--- src/rtl/uart_tx_cfg_if.sv ---
// Write-side handshake and line-side status bundle for uart_tx_cfg.
// The slave modport belongs to the transmitter, and the master modport belongs to the host or bench.
interface uart_tx_cfg_if #(
  parameter int DATA_BITS  = 8,
  parameter int FIFO_DEPTH = 4
);
  logic                          tx_start;
  logic [DATA_BITS-1:0]          tx_data;
  logic                          tx_ready;
  logic                          tx_serial;
  logic                          tx_busy;
  logic [$clog2(FIFO_DEPTH):0]   fifo_count;
  logic                          overflow;

  modport master (
    output tx_start, tx_data,
    input  tx_ready, tx_serial, tx_busy, fifo_count, overflow
  );

  modport slave (
    input  tx_start, tx_data,
    output tx_ready, tx_serial, tx_busy, fifo_count, overflow
  );
endinterface

--- src/rtl/uart_tx_cfg.sv ---
// Parametrised UART transmitter with a small FIFO; a push reaches the line one cycle after the FIFO write.
// tx_ready drops while the FIFO is full; pushes attempted then are dropped and latch overflow.
module uart_tx_cfg #(
  parameter int CLK_FREQ   = 50_000_000,
  parameter int BAUD_RATE  = 115200,
  parameter int DATA_BITS  = 8,
  parameter int PARITY     = 0,
  parameter int STOP_BITS  = 1,
  parameter int FIFO_DEPTH = 4
) (
  input  logic         clk,
  input  logic         rst,
  uart_tx_cfg_if.slave bus
);
  localparam int DIVISOR = CLK_FREQ / BAUD_RATE;
  localparam int CW      = $clog2(DIVISOR);
  localparam int AW      = $clog2(FIFO_DEPTH);
  localparam int NW      = AW + 1;
  localparam int BW      = $clog2(DATA_BITS);

  typedef enum logic [2:0] {S_IDLE, S_START, S_DATA, S_PARITY, S_STOP} state_e;

  state_e               state_q, state_d;
  logic [CW-1:0]        baud_cnt_q, baud_cnt_d;
  logic [BW-1:0]        bit_cnt_q, bit_cnt_d;
  logic [DATA_BITS-1:0] shift_q, shift_d;
  logic                 par_q, par_d;
  logic                 tx_serial_q, tx_serial_d;
  logic [AW-1:0]        wr_ptr_q, wr_ptr_d, rd_ptr_q, rd_ptr_d;
  logic [NW-1:0]        count_q, count_d;
  logic                 overflow_q, overflow_d;
  logic [DATA_BITS-1:0] mem_q [FIFO_DEPTH];

  logic                 ready, push, pop, tick, fifo_nonempty;
  logic [DATA_BITS-1:0] head;

  assign ready         = (count_q != NW'(FIFO_DEPTH));
  assign push          = bus.tx_start && ready;
  assign fifo_nonempty = (count_q != '0);
  assign head          = mem_q[rd_ptr_q];
  assign tick          = (state_q != S_IDLE) && (baud_cnt_q == CW'(DIVISOR - 1));

  // Next-state and datapath; the head is loaded and its parity precomputed at pop time.
  always_comb begin
    state_d   = state_q;
    bit_cnt_d = bit_cnt_q;
    shift_d   = shift_q;
    par_d     = par_q;
    pop       = 1'b0;
    case (state_q)
      S_IDLE: begin
        if (fifo_nonempty) begin
          pop     = 1'b1;
          state_d = S_START;
          shift_d = head;
          par_d   = (^head) ^ (PARITY == 1);
        end
      end
      S_START: begin
        if (tick) begin
          state_d   = S_DATA;
          bit_cnt_d = '0;
        end
      end
      S_DATA: begin
        if (tick) begin
          shift_d = shift_q >> 1;
          if (bit_cnt_q == BW'(DATA_BITS - 1)) begin
            bit_cnt_d = '0;
            state_d   = (PARITY != 0) ? S_PARITY : S_STOP;
          end else begin
            bit_cnt_d = bit_cnt_q + 1'b1;
          end
        end
      end
      S_PARITY: begin
        if (tick) state_d = S_STOP;
      end
      S_STOP: begin
        if (tick) begin
          if (bit_cnt_q == BW'(STOP_BITS - 1)) begin
            bit_cnt_d = '0;
            if (fifo_nonempty) begin
              pop     = 1'b1;
              state_d = S_START;
              shift_d = head;
              par_d   = (^head) ^ (PARITY == 1);
            end else begin
              state_d = S_IDLE;
            end
          end else begin
            bit_cnt_d = bit_cnt_q + 1'b1;
          end
        end
      end
      default: state_d = S_IDLE;
    endcase
  end

  // Line level is registered from the state being entered so it changes on the same edge.
  always_comb begin
    tx_serial_d = 1'b1;
    case (state_d)
      S_START:  tx_serial_d = 1'b0;
      S_DATA:   tx_serial_d = shift_d[0];
      S_PARITY: tx_serial_d = par_d;
      default:  tx_serial_d = 1'b1;
    endcase
  end

  always_comb begin
    baud_cnt_d = (state_q == S_IDLE || tick) ? '0 : baud_cnt_q + 1'b1;
    wr_ptr_d   = push ? wr_ptr_q + 1'b1 : wr_ptr_q;
    rd_ptr_d   = pop ? rd_ptr_q + 1'b1 : rd_ptr_q;
    overflow_d = overflow_q | (bus.tx_start & ~ready);
    count_d    = count_q;
    case ({push, pop})
      2'b10:   count_d = count_q + 1'b1;
      2'b01:   count_d = count_q - 1'b1;
      default: count_d = count_q;
    endcase
  end

  always_ff @(posedge clk) begin
    if (rst) begin
      state_q     <= S_IDLE;
      baud_cnt_q  <= '0;
      bit_cnt_q   <= '0;
      shift_q     <= '0;
      par_q       <= 1'b0;
      tx_serial_q <= 1'b1;
      wr_ptr_q    <= '0;
      rd_ptr_q    <= '0;
      count_q     <= '0;
      overflow_q  <= 1'b0;
    end else begin
      state_q     <= state_d;
      baud_cnt_q  <= baud_cnt_d;
      bit_cnt_q   <= bit_cnt_d;
      shift_q     <= shift_d;
      par_q       <= par_d;
      tx_serial_q <= tx_serial_d;
      wr_ptr_q    <= wr_ptr_d;
      rd_ptr_q    <= rd_ptr_d;
      count_q     <= count_d;
      overflow_q  <= overflow_d;
    end
  end

  always_ff @(posedge clk) begin
    if (push) mem_q[wr_ptr_q] <= bus.tx_data;
  end

  assign bus.tx_ready   = ready;
  assign bus.tx_serial  = tx_serial_q;
  assign bus.tx_busy    = (state_q != S_IDLE) || fifo_nonempty;
  assign bus.fifo_count = count_q;
  assign bus.overflow   = overflow_q;
endmodule

--- src/flat_wrapper.sv ---
// flat-port wrapper written by rule: the top's interface ports become plain ports
module uart_tx_cfg_flat 
#(
  parameter int CLK_FREQ   = 50_000_000,
  parameter int BAUD_RATE  = 115200,
  parameter int DATA_BITS  = 8,
  parameter int PARITY     = 0,
  parameter int STOP_BITS  = 1,
  parameter int FIFO_DEPTH = 4
)
  (clk, rst, bus_tx_start, bus_tx_data, bus_tx_ready, bus_tx_serial, bus_tx_busy, bus_fifo_count, bus_overflow);
  uart_tx_cfg_if #(.DATA_BITS(DATA_BITS), .FIFO_DEPTH(FIFO_DEPTH)) bus_i ();
  input  logic clk;
  input  logic rst;
  input wire logic [$bits(bus_i.tx_start)-1:0] bus_tx_start;
  input wire logic [$bits(bus_i.tx_data)-1:0] bus_tx_data;
  output wire logic [$bits(bus_i.tx_ready)-1:0] bus_tx_ready;
  output wire logic [$bits(bus_i.tx_serial)-1:0] bus_tx_serial;
  output wire logic [$bits(bus_i.tx_busy)-1:0] bus_tx_busy;
  output wire logic [$bits(bus_i.fifo_count)-1:0] bus_fifo_count;
  output wire logic [$bits(bus_i.overflow)-1:0] bus_overflow;
  assign bus_i.tx_start = bus_tx_start;
  assign bus_i.tx_data = bus_tx_data;
  assign bus_tx_ready = bus_i.tx_ready;
  assign bus_tx_serial = bus_i.tx_serial;
  assign bus_tx_busy = bus_i.tx_busy;
  assign bus_fifo_count = bus_i.fifo_count;
  assign bus_overflow = bus_i.overflow;
  uart_tx_cfg #(.CLK_FREQ(CLK_FREQ), .BAUD_RATE(BAUD_RATE), .DATA_BITS(DATA_BITS), .PARITY(PARITY), .STOP_BITS(STOP_BITS), .FIFO_DEPTH(FIFO_DEPTH)) u_core (.clk(clk), .rst(rst), .bus(bus_i));
endmodule
--- config.mk ---
export PLATFORM = sky130hd
export DESIGN_NAME = uart_tx_cfg_flat
export DESIGN_NICKNAME = d
export VERILOG_FILES = /design/src/rtl/uart_tx_cfg_if.sv /design/src/rtl/uart_tx_cfg.sv /design/src/flat_wrapper.sv
export SDC_FILE = /design/constraint.sdc
export NUM_CORES = 1
export LEC_CHECK = 0
export CAP_MARGIN = 25
export CORE_ASPECT_RATIO = 0.7
export CORE_MARGIN = 2
export CORE_UTILIZATION = 53
export DETAILED_ROUTE_END_ITERATION = 8
export HOLD_SLACK_MARGIN = 0.15
export MAX_ROUTING_LAYER = met4
export PLACE_DENSITY = 0.72
export SYNTH_ARGS = -nofsm -noshare
export SYNTH_HDL_FRONTEND = slang
export SYNTH_SLANG_ARGS = --single-unit
--- constraint.sdc ---
create_clock -name clk -period 2.6 [get_ports clk]
set_input_delay 0.39 -clock clk [delete_from_list [all_inputs] [get_ports clk]]
set_output_delay 0.39 -clock clk [all_outputs]
set_load 0.005 [all_outputs]
==> flow_metrics.tcl, run 1 <==
set metrics [dict create \
    dp_hpwl_mm 3.82 \
    synth_area_um2 2970 \
    initial_core_util_pct 55.9 \
    hold_depth 2 \
    cts_buffers 9 \
    cts_num_sinks 67 \
    synth.distinct_cells 46 \
    grt_pass1_wl_mm 8.86 \
    avgSynthCellArea_um2 11.9 \
    intPower_mw 2.50 \
    wl_mm 5.48 \
    cp_max_fo 4 \
    power_frac_comb_pct 33.9 \
    track_usage_pct 20.1 \
    p_leak_nw 1.17 \
    async_flop_share_pct 0 \
    critPathArrivalTime_ns 2.77 \
    crit_type "flip-flop to flip-flop" \
    antenna_cells 0 \
    switching_power_mw 1.16 \
    ys_seq_area_share_pct 55.9 \
    drt-pass1-iter-count 4 \
    tightest_slew_ns 0.518 \
    final_cell_mix "dfxtp_1 (34), nor2_1 (33), edfxtp_1 (32), nand2_1 (18), clkdlybuf4s50_1 (17)" \
    drv_cap 0 \
    ys_ff_latch 67 \
    layout.nets 298 \
    placed_area_um2 3220 \
    outcome "completed" \
    grt_pass1_vias 1822 \
    clkPwrFrac_pct 28.3 \
    cts_max_level 3 \
    peakVddDrop_mv 0.577 \
    synthFlopType "dfxtp_1" \
    start_kind "flip-flop" \
    io_pins 18 \
    p_seq_share_pct 37.9 \
    finalSetupViolations 0 \
    antenna_found_initial 0 \
    num_vias 1926 \
    synthToLayoutAreaGrowth_pct 17.4 \
    synth_cells 250 \
    final_common_cell "dfxtp_1" \
    crit_path_end_kind "flip-flop" \
    port_buffers 17 \
    cts_root_buffer "clkbuf_8" \
    drt_iter0_drc 238 \
    syn_nets 272 \
    dieArea_um2 6230 \
    gp_congestion 0.853 \
    clock-skew-final_ns 0.00821 \
    multiInputGateArea_um2 1210 \
    fp.coreArea_um2 5310 \
    nFillCells 388 \
    cts_buffer_depth 2 \
    netSwitchingFraction_pct 31.7 \
    cts_tree "yes" \
    die_w_um 93.5 \
    grt_overflow 0 \
    synth_edf_count 32 \
    fin_crit_ns 2.50 \
    holdBufCountCts 0 \
    row_count 22 \
    grt_start_max_net_pins 19 \
    holdWs_ns 0.478 \
    drtAntennaViolNets 0 \
    route.detailed.drc 0 \
    required_ns 2.87 \
    wl_per_cell_um 15.5 \
    regArea_um2 1660 \
    finalCritPeriodShare_pct 96.2 \
    power_density_nw_per_um2 1050 \
    vias_per_cell 5.46 \
    clkTransAtPathRegs_ns 0.08 \
    hold_viol 0 \
    final_core_util_pct 65.7 \
    slew_headroom_pct 65.2 \
    timing.fmax_ghz 0.400 \
    hold_class "flip-flop to flip-flop" \
    clock_latency_ns 0.34 \
    r2r.worst_path.cells 11 \
    stdcell_area_um2 3490 \
    fp.dieH_um 66.6 \
    rsz0062_at_grt "yes" \
    drive_gt1_share_pct 15.7 \
    slew_violations 0 \
    yosysWarnings 0 \
]
-- Yosys cell counts (all sizes together), types with 2 or more instances --
library cell / instances / area (µm²)
xnor2: 16 / 140
nor2: 33 / 124
xor2: 4 / 35.0
ha: 10 / 125
o21ai: 12 / 60.1
buf: 4 / 32.5
nand3: 6 / 30.0
or3: 2 / 12.5
nand2b: 2 / 12.5
or2: 2 / 12.5
inv: 12 / 45.0
mux2i: 3 / 30.0
a21oi: 8 / 40.0
edfxtp: 32 / 961
and3: 4 / 25.0
clkbuf: 7 / 27.5
nor3: 5 / 41.3
nand2: 18 / 67.6
dfxtp: 35 / 701
a211oi: 2 / 20.0
nor4: 2 / 27.5
a31oi: 7 / 43.8
mux4: 8 / 180
-- logic make-up after synthesis --
family | after synthesis | share of synthesized area (%)
multiplexers | 11 | 7.07
AO/OA/AOI/OAI | 38 | 8.51
buffers and inverters | 23 | 3.54
AND/OR/NAND/NOR | 80 | 14.2
XOR/XNOR | 20 | 5.89
adder cells (fa/ha/maj) | 11 | 4.88
flip-flops | 67 | 55.9
-- worst paths after layout --
kind | start | to | slack, ns
max | u_core.baud_cnt_q[1]$_SDFF_PP0_ | u_core.bus.fifo_count[2]$_SDFFE_PP0P_ | 0.1
min | u_core.shift_q[6]$_SDFFE_PP0P_ | u_core.shift_q[5]$_SDFFE_PP0P_ | 0.48
max reg2reg | u_core.baud_cnt_q[1]$_SDFF_PP0_ | u_core.bus.fifo_count[2]$_SDFFE_PP0P_ | 0.1
min reg2reg | u_core.shift_q[6]$_SDFFE_PP0P_ | u_core.shift_q[5]$_SDFFE_PP0P_ | 0.48
-- worst max-delay path: stages, from the launching register on --
cell      delay (ns)
dfxtp_2         0.33
inv_1           0.05
ha_1            0.14
nand4b_1        0.13
o31a_1          0.38
nor4_4          0.20
ha_2            0.23
inv_1           0.05
fa_2            0.33
xor2_1          0.15
or3_1           0.30
a21oi_1         0.14
-- sequential cells by signal (all words and copies together) (netlist names), named ones only --
name and count:
u_core.state_q 3, u_core.rd_ptr_q 2, u_core.mem_q 32, u_core.bus.overflow 1, u_core.bus.tx_serial 1, u_core.par_q 1
u_core.wr_ptr_q 2, u_core.bit_cnt_q 3, u_core.shift_q 8, u_core.bus.fifo_count 3, u_core.baud_cnt_q 9
-- power by group through the flow --
stage                     Combinational (mW)  Clock, mW  Sequential (mW)
after floorplan                        0.904          0             1.37
after global placement                  1.15          0             1.40
after detailed placement                1.18          0             1.40
after CTS                               1.23       1.05             1.38
after global routing                    1.35       1.10             1.40
final                                   1.24       1.03             1.39
-- metrics by stage --
stage / instances / power [mW] / setup TNS [ns] / worst slack (ns)
4_1_cts: 351 / 3.67 / 0 / 0.00729
3_3_place_gp: 335 / 2.55 / 0 / 0.146
3_5_place_dp: 335 / 2.58 / 0 / 0.0292
5_1_grt: 353 / 3.85 / -0.0491 / -0.0491
2_1_floorplan: 250 / 2.27 / 0 / 0.00840
6_report: 353 / 3.66 / 0 / 0.0996
-- cell type report --
type                            count  share of cell area, %
Clock inverter                      6                   3.30
Clock buffer                       10                   3.66
Timing Repair Buffer               26                   6.81
Tap cell                           72                   2.58
Sequential cell                    67                   47.7
Inverter                           12                   1.29
Multi-Input combinational cell    160                   34.7
-- repair_timing --
item / CTS / global route
resized for setup: 0 / 3
setup endpoints to repair: 0 / 1
buffers inserted: 0 / 2
-- per-layer routing --
metal / global-route usage, % / wire [µm] / vias up / share of wire [%]
met5: - / 0 / - / 0
met4: 7.72 / 67 / 0 / 1.2
met3: 7.01 / 322 / 8 / 5.9
met2: 27.0 / 2330 / 60 / 42
met1: 27.9 / 2770 / 906 / 50
li1: - / - / 952 / -
No activity file was read; power rests on OpenSTA's default activity.
==> run 2, diff against run 1 <==
CORE_ASPECT_RATIO = 0.9   (was 0.7)
==> flow_metrics.tcl, run 2 (same netlist as run 1, synthesis figures left out) <==
set metrics [dict create \
    outcome "finished with violations" \
    violations "negative setup slack" \
    finalSetupViolations 1 \
    rsz0062_at_grt "yes" \
    clkPwrFrac_pct 23.6 \
    power_frac_comb_pct 35.1 \
    track_usage_pct 18.3 \
    wl_met3_um 205 \
    largest-register "u_core.mem_q" \
    netSwitchingFraction_pct 33.6 \
    drt-pass1-iter-count 4 \
    finalCritPeriodShare_pct 100 \
    final_common_cell "dfxtp_1" \
    dpl.cell_count 329 \
    wl_per_cell_um 14.6 \
    fp.coreArea_um2 5320 \
    drive_gt1_share_pct 16.3 \
    p_leak_nw 1.15 \
    regArea_um2 1660 \
    row_count 25 \
    required_ns 2.88 \
    cp_max_fo 3 \
    grt_pass1_wl_mm 8.39 \
    wl_met1_mm 2.52 \
    dp_slack_ns 0.0267 \
    critPathArrivalTime_ns 2.89 \
    reg.largest.list "u_core.mem_q: 32 flops, u_core.baud_cnt_q: 9 flops, u_core.shift_q: 8 flops" \
    power_density_nw_per_um2 976 \
    peakVddDrop_mv 0.459 \
    clock_latency_ns 0.34 \
    die_w_um 82.9 \
    switching_power_mw 1.13 \
    initial_core_util_pct 55.9 \
    cts_tree "yes" \
    tightest_slew_ns 0.535 \
    grt_overflow 0 \
    cts_buffers 9 \
    cts_max_level 3 \
    grt_start_max_net_pins 26 \
    fin_crit_ns 2.61 \
    drtAntennaViolNets 0 \
    cts_root_buffer "clkbuf_8" \
    drt_iter0_drc 77 \
    crit_type "flip-flop to flip-flop" \
    fin_ws_ns -0.00785 \
    power_mw 3.35 \
    route.detailed.drc 0 \
    drv_cap 0 \
    dieArea_um2 6220 \
    top_layer_used "met4" \
    hold_class "flip-flop to flip-flop" \
    antenna_cells 0 \
    final_cell_mix "dfxtp_1 (34), nor2_1 (33), edfxtp_1 (32), nand2_1 (18), clkdlybuf4s50_1 (17)" \
    intPower_mw 2.22 \
    timing.fmax_ghz 0.383 \
    cts_buffer_depth 2 \
    met2WireLength_mm 2.27 \
    nFillCells 430 \
    start_kind "flip-flop" \
    fp.dieH_um 75.0 \
    grt_pass1_vias 1743 \
    dp_hpwl_mm 3.53 \
    port_buffers 17 \
    finalNonFillerCells 349 \
    vias_per_cell 5.44 \
    layout.nets 299 \
    clkTransAtPathRegs_ns 0.08 \
    largest_reg_flops 32 \
    gp_congestion 0.853 \
    synthToLayoutAreaGrowth_pct 15.4 \
    wl_mm 5.08 \
    antenna_found_initial 0 \
    slew_headroom_pct 64.2 \
    slew_violations 0 \
    hold_viol 0 \
    p_seq_share_pct 41.2 \
    holdBufCountCts 0 \
    io_pins 18 \
    num_vias 1899 \
    multiInputGateArea_um2 1210 \
    cts_num_sinks 67 \
    clock-skew-final_ns 0.00628 \
    crit_path_end_kind "flip-flop" \
]
## run 2: stage by stage
stage | hold slack [ns] | setup TNS, ns | cell area [µm²] | util [%]
after floorplan | 0.443 | 0 | 2970 | -
after global placement | 0.451 | 0 | 3210 | 60.4
after detailed placement | 0.460 | 0 | 3210 | 60.4
after CTS | 0.471 | 0 | 3390 | 63.8
after global routing | 0.502 | -0.203 | 3430 | 64.5
final | 0.470 | -0.00785 | 3430 | 64.5
## run 2: layout make-up
type                            count  share of cell area (%)
Multi-Input combinational cell    160                    35.3
Sequential cell                    67                    48.5
Clock buffer                        9                    3.61
Timing Repair Buffer               27                    7.15
Inverter                           12                    1.31
Clock inverter                      7                    1.68
Tap cell                           67                    2.45
## run 2: repair_timing
action	4_1_cts	5_1_grt
buffers inserted	0	4
resized for setup	0	3
setup endpoints to repair	0	1
## run 2: worst paths after layout
path	cells after the start	slack, ns	end	startpoint
worst max-delay path	11	-0.008	u_core.bus.fifo_count[2]$_SDFFE_PP0P_	u_core.baud_cnt_q[1]$_SDFF_PP0_
worst max register to register	11	-0.008	u_core.bus.fifo_count[2]$_SDFFE_PP0P_	u_core.baud_cnt_q[1]$_SDFF_PP0_
worst min register to register	2	0.47	u_core.shift_q[5]$_SDFFE_PP0P_	u_core.shift_q[6]$_SDFFE_PP0P_
worst min-delay path	2	0.47	u_core.shift_q[5]$_SDFFE_PP0P_	u_core.shift_q[6]$_SDFFE_PP0P_
## run 2: worst max-delay path, stage by stage, from the launching register on
cell and delay, ns:
dfxtp_2 0.33, inv_1 0.05, ha_1 0.13, nand4b_1 0.16
o31a_1 0.38, nor4_4 0.31, ha_2 0.23, inv_1 0.05
fa_2 0.33, xor2_1 0.15, or3_1 0.31, a21oi_1 0.12
## run 2: power groups by stage
| stage | registers, mW | logic (mW) | clock network (mW) |
|---|---|---|---|
| after floorplan | 1.37 | 0.904 | 0 |
| after global placement | 1.40 | 1.14 | 0 |
| after detailed placement | 1.40 | 1.15 | 0 |
| after CTS | 1.38 | 1.16 | 0.813 |
| after global routing | 1.40 | 1.30 | 0.851 |
| final | 1.38 | 1.18 | 0.791 |
## run 2: per-layer routing
layer | up-vias | track usage [%]
met5 | - | -
met4 | 0 | 6.38
met3 | 9 | 6.14
met2 | 37 | 27.5
met1 | 902 | 23.6
li1 | 951 | -
==> run 3, diff against run 2 <==
GPL_ROUTABILITY_DRIVEN = 0   (was default)
==> results of run 3 <==
The final DEF is identical to that of run 2; final timing and power are the same.
